--- src/rtl/axis_width_upsizer.sv ---
// axis_width_upsizer
//   Packs AXIS_RATIO consecutive narrow AXI-Stream beats into one wide beat.
//   A tlast beat closes the wide word early. Lanes that were never filled
//   carry data 0 and keep/strb 0. tid/tdest come from lane 0 of each word.
//   tuser is the OR of all beats in the word.
//
// Optional feature: define AXIS_UPSIZER_PKT_LEN_EN to add a per-packet count
//   of kept narrow beats (o_pkt_len / o_pkt_len_valid).
//
// Ports:
//   i_clk, i_rst_n        clock, asynchronous active-low reset
//   i_s_axis_*            narrow slave stream (tdata AXIS_S_TDATA_WIDTH bits)
//   o_s_axis_tready       narrow ready
//   o_m_axis_*            wide master stream (tdata AXIS_S_TDATA_WIDTH*AXIS_RATIO,
//                         tkeep/tstrb AXIS_RATIO bits, lane 0 in the LSBs)
//   i_m_axis_tready       wide ready
//   o_pkt_len[_valid]     packet length, only with AXIS_UPSIZER_PKT_LEN_EN
module axis_width_upsizer #(
  parameter int AXIS_S_TDATA_WIDTH = 8,
  parameter int AXIS_RATIO         = 4,
  parameter int PKT_LEN_WIDTH      = 16
) (
  input  logic                                       i_clk,
  input  logic                                       i_rst_n,
  input  logic                                       i_s_axis_tvalid,
  output logic                                       o_s_axis_tready,
  input  logic [AXIS_S_TDATA_WIDTH-1:0]              i_s_axis_tdata,
  input  logic                                       i_s_axis_tlast,
  input  logic                                       i_s_axis_tstrb,
  input  logic                                       i_s_axis_tkeep,
  input  logic                                       i_s_axis_tid,
  input  logic                                       i_s_axis_tdest,
  input  logic                                       i_s_axis_tuser,
  output logic                                       o_m_axis_tvalid,
  input  logic                                       i_m_axis_tready,
  output logic [AXIS_S_TDATA_WIDTH*AXIS_RATIO-1:0]   o_m_axis_tdata,
  output logic                                       o_m_axis_tlast,
  output logic [AXIS_RATIO-1:0]                      o_m_axis_tstrb,
  output logic [AXIS_RATIO-1:0]                      o_m_axis_tkeep,
  output logic                                       o_m_axis_tid,
  output logic                                       o_m_axis_tdest,
  output logic                                       o_m_axis_tuser
`ifdef AXIS_UPSIZER_PKT_LEN_EN
  ,
  output logic [PKT_LEN_WIDTH-1:0]                   o_pkt_len,
  output logic                                       o_pkt_len_valid
`endif
);

  localparam int W     = AXIS_S_TDATA_WIDTH;
  localparam int WW    = AXIS_S_TDATA_WIDTH * AXIS_RATIO;
  localparam int IDX_W = (AXIS_RATIO > 1) ? $clog2(AXIS_RATIO) : 1;
  localparam logic [IDX_W-1:0] LAST_IDX = IDX_W'(AXIS_RATIO - 1);

  generate
    if (AXIS_RATIO < 2 || (AXIS_RATIO & (AXIS_RATIO - 1)) != 0) begin : g_bad_ratio
      $error("axis_width_upsizer: AXIS_RATIO must be a power of two >= 2");
    end
    if (PKT_LEN_WIDTH < 1) begin : g_bad_len
      $error("axis_width_upsizer: PKT_LEN_WIDTH must be >= 1");
    end
  endgenerate

  logic [IDX_W-1:0]      r_idx;
  logic [WW-1:0]         r_stage_data;
  logic [AXIS_RATIO-1:0] r_stage_keep;
  logic [AXIS_RATIO-1:0] r_stage_strb;
  logic                  r_tid;
  logic                  r_tdest;
  logic                  r_sticky_user;

  logic                  r_m_tvalid;
  logic [WW-1:0]         r_m_tdata;
  logic                  r_m_tlast;
  logic [AXIS_RATIO-1:0] r_m_tkeep;
  logic [AXIS_RATIO-1:0] r_m_tstrb;
  logic                  r_m_tid;
  logic                  r_m_tdest;
  logic                  r_m_tuser;

  logic                  w_s_hs;
  logic                  w_m_hs;
  logic                  w_complete;
  logic [WW-1:0]         w_word_data;
  logic [AXIS_RATIO-1:0] w_word_keep;
  logic [AXIS_RATIO-1:0] w_word_strb;

  // Input stalls whenever a wide beat is pending and not being taken, even
  // mid-word; this keeps staging and output loading on a single condition.
  assign o_s_axis_tready = i_rst_n & (~r_m_tvalid | i_m_axis_tready);
  assign w_s_hs          = i_s_axis_tvalid & o_s_axis_tready;
  assign w_m_hs          = r_m_tvalid & i_m_axis_tready;
  assign w_complete      = (r_idx == LAST_IDX) | i_s_axis_tlast;

  // Completed word: staged lanes below idx, current beat in lane idx, zero above.
  always_comb begin
    w_word_data = '0;
    w_word_keep = '0;
    w_word_strb = '0;
    for (int l = 0; l < AXIS_RATIO; l++) begin
      if (l < int'(r_idx)) begin
        w_word_data[l*W +: W] = r_stage_data[l*W +: W];
        w_word_keep[l]        = r_stage_keep[l];
        w_word_strb[l]        = r_stage_strb[l];
      end else if (l == int'(r_idx)) begin
        w_word_data[l*W +: W] = i_s_axis_tdata;
        w_word_keep[l]        = i_s_axis_tkeep;
        w_word_strb[l]        = i_s_axis_tstrb;
      end
    end
  end

  always_ff @(posedge i_clk or negedge i_rst_n) begin
    if (!i_rst_n) begin
      r_idx         <= '0;
      r_stage_data  <= '0;
      r_stage_keep  <= '0;
      r_stage_strb  <= '0;
      r_tid         <= 1'b0;
      r_tdest       <= 1'b0;
      r_sticky_user <= 1'b0;
      r_m_tvalid    <= 1'b0;
      r_m_tdata     <= '0;
      r_m_tlast     <= 1'b0;
      r_m_tkeep     <= '0;
      r_m_tstrb     <= '0;
      r_m_tid       <= 1'b0;
      r_m_tdest     <= 1'b0;
      r_m_tuser     <= 1'b0;
    end else begin
      if (w_m_hs) begin
        r_m_tvalid <= 1'b0;
      end
      if (w_s_hs) begin
        if (w_complete) begin
          // Overrides the tvalid clear above, so a simultaneous take and
          // reload keeps the output stream bubble-free.
          r_m_tvalid    <= 1'b1;
          r_m_tdata     <= w_word_data;
          r_m_tkeep     <= w_word_keep;
          r_m_tstrb     <= w_word_strb;
          r_m_tlast     <= i_s_axis_tlast;
          r_m_tuser     <= r_sticky_user | i_s_axis_tuser;
          r_m_tid       <= (r_idx == '0) ? i_s_axis_tid   : r_tid;
          r_m_tdest     <= (r_idx == '0) ? i_s_axis_tdest : r_tdest;
          r_idx         <= '0;
          r_stage_data  <= '0;
          r_stage_keep  <= '0;
          r_stage_strb  <= '0;
          r_sticky_user <= 1'b0;
        end else begin
          r_stage_data[r_idx*W +: W] <= i_s_axis_tdata;
          r_stage_keep[r_idx]        <= i_s_axis_tkeep;
          r_stage_strb[r_idx]        <= i_s_axis_tstrb;
          r_idx                      <= r_idx + IDX_W'(1);
          if (r_idx == '0) begin
            r_tid         <= i_s_axis_tid;
            r_tdest       <= i_s_axis_tdest;
            r_sticky_user <= i_s_axis_tuser;
          end else begin
            r_sticky_user <= r_sticky_user | i_s_axis_tuser;
          end
        end
      end
    end
  end

  assign o_m_axis_tvalid = r_m_tvalid;
  assign o_m_axis_tdata  = r_m_tdata;
  assign o_m_axis_tlast  = r_m_tlast;
  assign o_m_axis_tkeep  = r_m_tkeep;
  assign o_m_axis_tstrb  = r_m_tstrb;
  assign o_m_axis_tid    = r_m_tid;
  assign o_m_axis_tdest  = r_m_tdest;
  assign o_m_axis_tuser  = r_m_tuser;

`ifdef AXIS_UPSIZER_PKT_LEN_EN
  logic [PKT_LEN_WIDTH-1:0] r_pkt_cnt;
  logic [PKT_LEN_WIDTH-1:0] r_pkt_len;
  logic [PKT_LEN_WIDTH-1:0] w_pkt_cnt_nxt;

  // Saturating count of kept beats, including the current one.
  assign w_pkt_cnt_nxt = (i_s_axis_tkeep && (r_pkt_cnt != '1)) ?
                         r_pkt_cnt + PKT_LEN_WIDTH'(1) : r_pkt_cnt;

  always_ff @(posedge i_clk or negedge i_rst_n) begin
    if (!i_rst_n) begin
      r_pkt_cnt <= '0;
      r_pkt_len <= '0;
    end else if (w_s_hs) begin
      if (i_s_axis_tlast) begin
        r_pkt_len <= w_pkt_cnt_nxt;
        r_pkt_cnt <= '0;
      end else begin
        r_pkt_cnt <= w_pkt_cnt_nxt;
      end
    end
  end

  // The input stalls while the tlast word is pending, so r_pkt_len still
  // belongs to that word when it is taken.
  assign o_pkt_len       = r_pkt_len;
  assign o_pkt_len_valid = w_m_hs & r_m_tlast;
`endif

endmodule

--- config.mk ---
export PLATFORM = sky130hd
export DESIGN_NAME = axis_width_upsizer
export DESIGN_NICKNAME = d
export VERILOG_FILES = /design/src/rtl/axis_width_upsizer.sv
export SDC_FILE = /design/constraint.sdc
export NUM_CORES = 1
export LEC_CHECK = 0
export CORE_ASPECT_RATIO = 0.6
export CORE_MARGIN = 2
export CORE_UTILIZATION = 48
export CTS_CLUSTER_SIZE = 25
export DETAILED_ROUTE_END_ITERATION = 10
export HOLD_SLACK_MARGIN = 0.05
export PLACE_DENSITY = 0.76
export SKIP_CTS_REPAIR_TIMING = 1
export SKIP_LAST_GASP = 1
export SYNTH_ARGS = -nofsm -noshare
export SYNTH_HDL_FRONTEND = slang
export SYNTH_SLANG_ARGS = --single-unit
--- constraint.sdc ---
create_clock -name i_clk -period 2.06 [get_ports i_clk]
set_input_delay 0.412 -clock i_clk [delete_from_list [all_inputs] [get_ports i_clk]]
set_output_delay 0.412 -clock i_clk [all_outputs]
set_load 0.01 [all_outputs]
==> impl_metrics.csv, run 1 <==
group,metric,value,unit
synthesis,synth-seq-cells,80,
cells_and_area,fillers,588,
synthesis,synth_top_family_by_area,"multiplexers",
cells_and_area,finalInstanceArea,4926,um2
timing,tightest_slew,0.8859,ns
drt,vias,2668,
clocking,clk_path_buf_depth,2,
clocking,htree_levels,3,
worst_setup_path,crit_chain,"inv_1, ha_1, or4b_4, nor3b_1, mux2_2",
timing,finalCritPeriodShare,95.85,%
place,place_hpwl,5899,um
timing,hold_viol,0,
worst_setup_path,start_kind,"flip-flop",
timing,tns,0,ns
cells_and_area,antennaDiodeCount,0,
cells_and_area,fin_cells,485,
synthesis,async_flop_share,100.0,%
pwr,p_int,3.728,mW
floorplan,initial_core_util,50.19,%
pwr,seqPwrFrac,39.4,%
drt,wl_per_cell,17.86,um
drt,drc_errors,0,
synthesis,synthSimpleGateAreaFrac,9.969,%
clocking,cts_buffers,9,
worst_setup_path,crit_required,2.33,ns
clocking,clk_latency,0.34,ns
synthesis,yosys_warnings,0,
worst_setup_path,r2r_setup_slack,0.09,ns
floorplan,die-area,8400,um2
worst_setup_path,reg2reg_depth,5,
cells_and_area,drive_gt1_share,28.35,%
worst_setup_path,critPathArrivalTime,2.25,ns
grt,antenna_found_initial,0,
pwr,p_sw,1.405,mW
pwr,p_leak,2.168,nW
grt,grt_pass1_vias,2741,
timing,min_period,1.975,ns
run,cap_viol_max_count,0,
synthesis,avgSynthCellArea,12.47,um2
pwr,power-per-cell-area,1042,nW/um2
synthesis,syn_area,3677,um2
worst_setup_path,max_stage_delay,0.63,ns
worst_setup_path,r2r-start,"r_idx[0]$_DFFE_PN0P_",
pwr,pwr-share-comb,28.9,%
cells_and_area,layout.nets,400,
timing,fin_ws,0.08542,ns
timing,drv_slew,0,
timing,relSlewSlack,40.94,%
synthesis,synth.top_cells.by_area,"dfrtp_1 (54%), mux2_2 (17%), a32o_1 (6.0%)",
cells_and_area,regArea,2002,um2
drt,drt_pass1_iterations,4,
clocking,cts.sinks,80,
synthesis,yosys_most_used_dff,"dfrtp_1",
synthesis,synth-compound-area-share,13.37,%
timing,setup_viol,0,
floorplan,die_w,117.0,um
cells_and_area,multi_input_area,1568,um2
grt,grt_max_degree,72,
synthesis,yosysTopAreaCell,"dfrtp_1",
drt,viasPerCell,5.501,
place,dp.cells,469,
floorplan,rows,24,
grt,grt-ovfl-total,0,
place,dp_slack,-0.1526,ns
pwr,clockPowerShare,31.7,%
grt,grt_usage,22.72,%
worst_setup_path,cp_slowest_cell,"or4b_4",
clocking,root_buffer,"clkbuf_16",
pwr,power,5.134,mW
synthesis,synth_top_area_share,54.44,%
floorplan,die_h,71.80,um
drt,antenna_left,0,
synthesis,synth-seq-area-share,54.44,%
timing,fin_worst_skew,0.005262,ns
synthesis,synthCells,295,
synthesis,synth_mux_area_share,16.84,%
drt,drt_first_iter_violations,196,
worst_setup_path,crit_type,"reg -> reg",
worst_hold_path,hold_path.class,"in -> async",
cells_and_area,area_delta_synth_final,33.96,%
synthesis,syn_nets,318,
timing,max_freq,0.5064,GHz
worst_setup_path,r2r-end,"r_stage_data[0]$_DFFE_PN0P_",
pwr,peakVddDrop,0.7681,mV
synthesis,yosys.cell_types.count,33,
place,dpl_cell_area,4584,um2
timing,rsz0062_at_grt,"false",
place,port_buffers,63,
synthesis,yosys.area_share.adder,1.701,%
floorplan,core_area,7327,um2
place,finalWeightedCongestion,0.8370,
pwr,p_sw_share,27.38,%
clocking,clkTransAtPathRegs,0.06,ns
floorplan,io-pin-count,64,
synthesis,synth_edf_count,0,
grt,grt_pass1_wl,14220,um
worst_setup_path,end_kind,"flip-flop",
worst_setup_path,cp_max_fo,8,
drt,drt-total-wl,8660,um
clocking,tritoncts,"done",
synthesis,synth-xor-area-share,0,%
status,status,"finished clean",
placed cells by master, fill, tap and decap left out, types with 2 or more instances in the layout:
master / Yosys / routed
nor3b_1: 9 / 9
buf_12: 0 / 3
ha_1: 5 / 5
inv_1: 4 / 4
clkdlybuf4s50_1: 0 / 61
clkbuf_8: 0 / 3
a32o_1: 22 / 22
mux2_2: 54 / 54
o21ai_0: 21 / 21
dfrtp_1: 80 / 80
clkbuf_16: 0 / 9
buf_4: 3 / 28
nor2b_1: 3 / 3
nand2_1: 38 / 38
nand2b_1: 2 / 2
nor3_4: 0 / 2
a22o_1: 13 / 13
nor2_1: 2 / 2
and2_1: 2 / 2
Yosys cell counts (all sizes together) (2+ instances only):
cell,number
a22o,13
a32o,22
and2,2
buf,13
clkbuf,10
dfrtp,80
ha,5
inv,4
mux2,55
nand2,39
nand2b,2
nor2,2
nor2b,3
nor3,4
nor3b,9
o2111ai,3
o21ai,21
cell families after synthesis:
kind of cell               Yosys count
muxes                               55
AOI/OAI and AO/OA                   61
and+or+nand+nor                     67
buffers and inverters               27
DFF                                 80
adders and majority gates            5
per-layer routing:
layer  part of all wire [%]  routed length (um)  track usage, %
met1                     49                4201           33.65
met5                      0                   0               0
met2                     44                3834           33.14
met4                   0.94                  81           7.059
met3                    6.3                 542           5.668
sequential cells by signal, indices dropped and copies added, names as in the netlist:
register         flops
r_stage_keep         3
o_m_axis_tuser       1
r_stage_data        24
r_sticky_user        1
o_m_axis_tlast       1
o_m_axis_tstrb       4
r_idx                2
o_m_axis_tvalid      1
o_m_axis_tdest       1
r_tdest              1
r_tid                1
o_m_axis_tid         1
r_stage_strb         3
o_m_axis_tkeep       4
o_m_axis_tdata      32
worst max-delay path by stage:
stage                                     from                     endpoint  slack (ns)  cells after the start
after floorplan           r_idx[0]$_DFFE_PN0P_  r_stage_data[0]$_DFFE_PN0P_        0.01                      7
after global placement         i_m_axis_tready  r_stage_data[0]$_DFFE_PN0P_       -0.09                      6
after detailed placement       i_m_axis_tready  r_stage_data[1]$_DFFE_PN0P_       -0.15                      6
after CTS                 r_idx[0]$_DFFE_PN0P_  r_stage_data[0]$_DFFE_PN0P_       -0.03                      5
after global routing      r_idx[0]$_DFFE_PN0P_  r_stage_data[0]$_DFFE_PN0P_        0.03                      5
final                     r_idx[0]$_DFFE_PN0P_  r_stage_data[0]$_DFFE_PN0P_        0.09                      5
power groups by stage:
stage / combinational, mW / clock, mW / sequential [mW]
2_1_floorplan: 0.634 / 0 / 2.12
3_3_place_gp: 1.43 / 0 / 2.03
3_5_place_dp: 1.47 / 0 / 2.04
4_1_cts: 1.48 / 1.67 / 2.02
5_1_grt: 1.60 / 1.73 / 2.06
6_report: 1.48 / 1.63 / 2.02
worst max-delay path, delay by kind of cell (launching register included):
kind / cells / cell delay (ns)
adders and majority gates: 1 / 0.33
muxes: 1 / 0.19
DFF: 1 / 0.43
and+or+nand+nor: 2 / 0.88
buffers and inverters: 1 / 0.08
area by class of cell:
class / instances / share of cell area [%]
clock buffers: 13 / 5.486
multi-input cells: 188 / 31.83
clock inverters: 2 / 0.7620
flip-flops and latches: 80 / 40.64
inverters: 4 / 0.3048
repair buffers: 94 / 18.34
well taps: 104 / 2.642
per-stage QoR:
step / utilization [%] / hold WS (ns)
final: 67.23 / 0.3708
after global routing: 67.23 / 0.4881
after CTS: 66.77 / -0.08058
after detailed placement: 62.57 / 0.2844
after global placement: 62.57 / 0.2811
after floorplan: - / 0.1164
(Power assumes the default switching activity.)
==> run 2: changes to the inputs <==
--- a/config.mk
+++ b/config.mk
@@ -6,7 +6,6 @@
 export NUM_CORES = 1
 export LEC_CHECK = 0
 export CORE_ASPECT_RATIO = 0.6
-export CORE_MARGIN = 2
 export CORE_UTILIZATION = 48
 export CTS_CLUSTER_SIZE = 25
 export DETAILED_ROUTE_END_ITERATION = 10
==> impl_metrics.csv, run 2 (synthesis gave the netlist of run 1 again) <==
group,metric,value,unit
floorplan,die_w,115.0,um
place,port_buffers,63,
grt,antenna_found_initial,0,
pwr,power,5.283,mW
cells_and_area,layout_commonest_cell,"dfrtp_1",
drt,drt_first_iter_violations,169,
timing,drv_slew,0,
timing,tightest_slew,0.7406,ns
place,finalWeightedCongestion,0.8356,
clocking,htree_levels,3,
grt,grt_usage,24.00,%
worst_setup_path,cp_max_fo,6,
worst_hold_path,hold_path.class,"in -> async",
worst_setup_path,crit_type,"reg -> reg",
drt,wl_per_cell,17.99,um
cells_and_area,area_delta_synth_final,33.82,%
timing,hold_viol,0,
grt,grt-ovfl-total,0,
clocking,cts_buffers,9,
drt,drt-total-wl,8655,um
timing,max_freq,0.5163,GHz
cells_and_area,fillers,589,
worst_setup_path,critPathArrivalTime,2.16,ns
cells_and_area,antennaDiodeCount,0,
worst_setup_path,r2r_setup_slack,0.12,ns
place,place_hpwl,5966,um
clocking,clk_latency,0.34,ns
cells_and_area,layout.nets,395,
clocking,tritoncts,"done",
worst_setup_path,setup.worst_path.start,"r_idx[1]$_DFFE_PN0P_",
floorplan,die-area,8027,um2
drt,vias,2669,
clocking,clk_path_buf_depth,2,
timing,setup_viol,0,
timing,rsz0062_at_grt,"false",
drt,drt_pass1_iterations,4,
floorplan,die_h,69.80,um
floorplan,initial_core_util,50.19,%
pwr,p_leak,2.158,nW
timing,relSlewSlack,50.53,%
grt,grt_pass1_wl,14300,um
status,status,"finished clean",
worst_setup_path,end_kind,"flip-flop",
worst_setup_path,start_kind,"flip-flop",
timing,fin_worst_skew,0.005461,ns
cells_and_area,regArea,2002,um2
worst_setup_path,r2r-end,"r_tid$_DFFE_PN0P_",
cells_and_area,fin_cells,481,
grt,grt_max_degree,38,
grt,grt_pass1_vias,2729,
floorplan,rows,24,
cells_and_area,layout_common_cells,"dfrtp_1 (80), clkdlybuf4s50_1 (61), mux2_2 (54), nand2_1 (38), buf_4 (23)",
floorplan,core_area,7327,um2
pwr,power-per-cell-area,1074,nW/um2
clocking,cts.sinks,80,
run,cap_viol_max_count,0,
timing,min_period,1.937,ns
worst_setup_path,reg2reg_depth,5,
place,dp.cells,465,
drt,antenna_left,0,
worst_setup_path,r2r-start,"r_idx[1]$_DFFE_PN0P_",
clocking,clkTransAtPathRegs,0.06,ns
cells_and_area,largest_reg_flops,32,
pwr,peakVddDrop,0.6290,mV
floorplan,io-pin-count,64,
cells_and_area,drive_gt1_share,28.12,%
drt,drc_errors,0,
clocking,root_buffer,"clkbuf_16",
timing,finalCritPeriodShare,94.02,%
cells_and_area,multi_input_area,1556,um2
drt,viasPerCell,5.549,
worst_setup_path,crit_required,2.29,ns
worst_setup_path,critPathCapture,"r_tid$_DFFE_PN0P_",
## run 2: changes by cell type in the layout (fill, tap and decap cells not counted)
cell	delta
dlygate4sd3_1	-1
bufinv_16	+1
clkbuf_1	-1
buf_4	-5
clkinvlp_4	+1
o2111ai_2	+1
o2111ai_4	-1
buf_12	+1
## run 2: worst min-delay path by stage
stage	slack, ns	startpoint	endpoint
after floorplan	0.12	i_rst_n	o_m_axis_tdata[0]$_DFFE_PN0P_
after global placement	0.46	i_rst_n	o_m_axis_tkeep[2]$_DFFE_PN0P_
after detailed placement	0.46	i_rst_n	o_m_axis_tstrb[2]$_DFFE_PN0P_
after CTS	0.09	i_rst_n	o_m_axis_tstrb[2]$_DFFE_PN0P_
after global routing	0.12	i_rst_n	o_m_axis_tkeep[3]$_DFFE_PN0P_
final	0.10	i_rst_n	o_m_axis_tstrb[2]$_DFFE_PN0P_
## run 2: final cells by class
class / instances / area share, %
clock inverter: 4 / 1.526
timing repair buffer: 89 / 17.80
inverter: 4 / 0.3051
tap: 104 / 2.644
multi-input combinational: 188 / 31.63
sequential: 80 / 40.68
clock buffer: 12 / 5.416
## run 2: layer usage
metal	track usage, %	vias to the layer above	part of all wire, %
li1	-	1240	-
met1	34.68	1323	47
met5	0	-	0
met3	7.517	11	8.3
met2	33.80	95	43
met4	8.658	0	1.3
## run 2: through the flow
stage	utilization, %	worst slack (ns)	TNS [ns]	instance area, um2	hold WS (ns)
2_1_floorplan	-	0.009962	0	3680	0.1164
3_3_place_gp	62.33	-0.1087	-3.965	4567	0.4590
6_report	67.16	0.1233	0	4921	0.1013
3_5_place_dp	62.33	-0.1231	-5.000	4567	0.4555
4_1_cts	66.99	-0.01220	-0.01220	4908	0.09377
5_1_grt	67.16	0.03907	0	4921	0.1172
## run 2: report_power, final
part / internal (mW) / switching [mW]
Combinational: 0.832 / 0.642
Sequential: 1.86 / 0.161
Clock: 1.16 / 0.629
## run 2: worst max-delay path, cell delays in order (launching register included)
cell     delay, ns
dfrtp_1       0.42
ha_1          0.27
or2_1         0.30
nor4b_2       0.32
buf_4         0.18
mux2_2        0.32
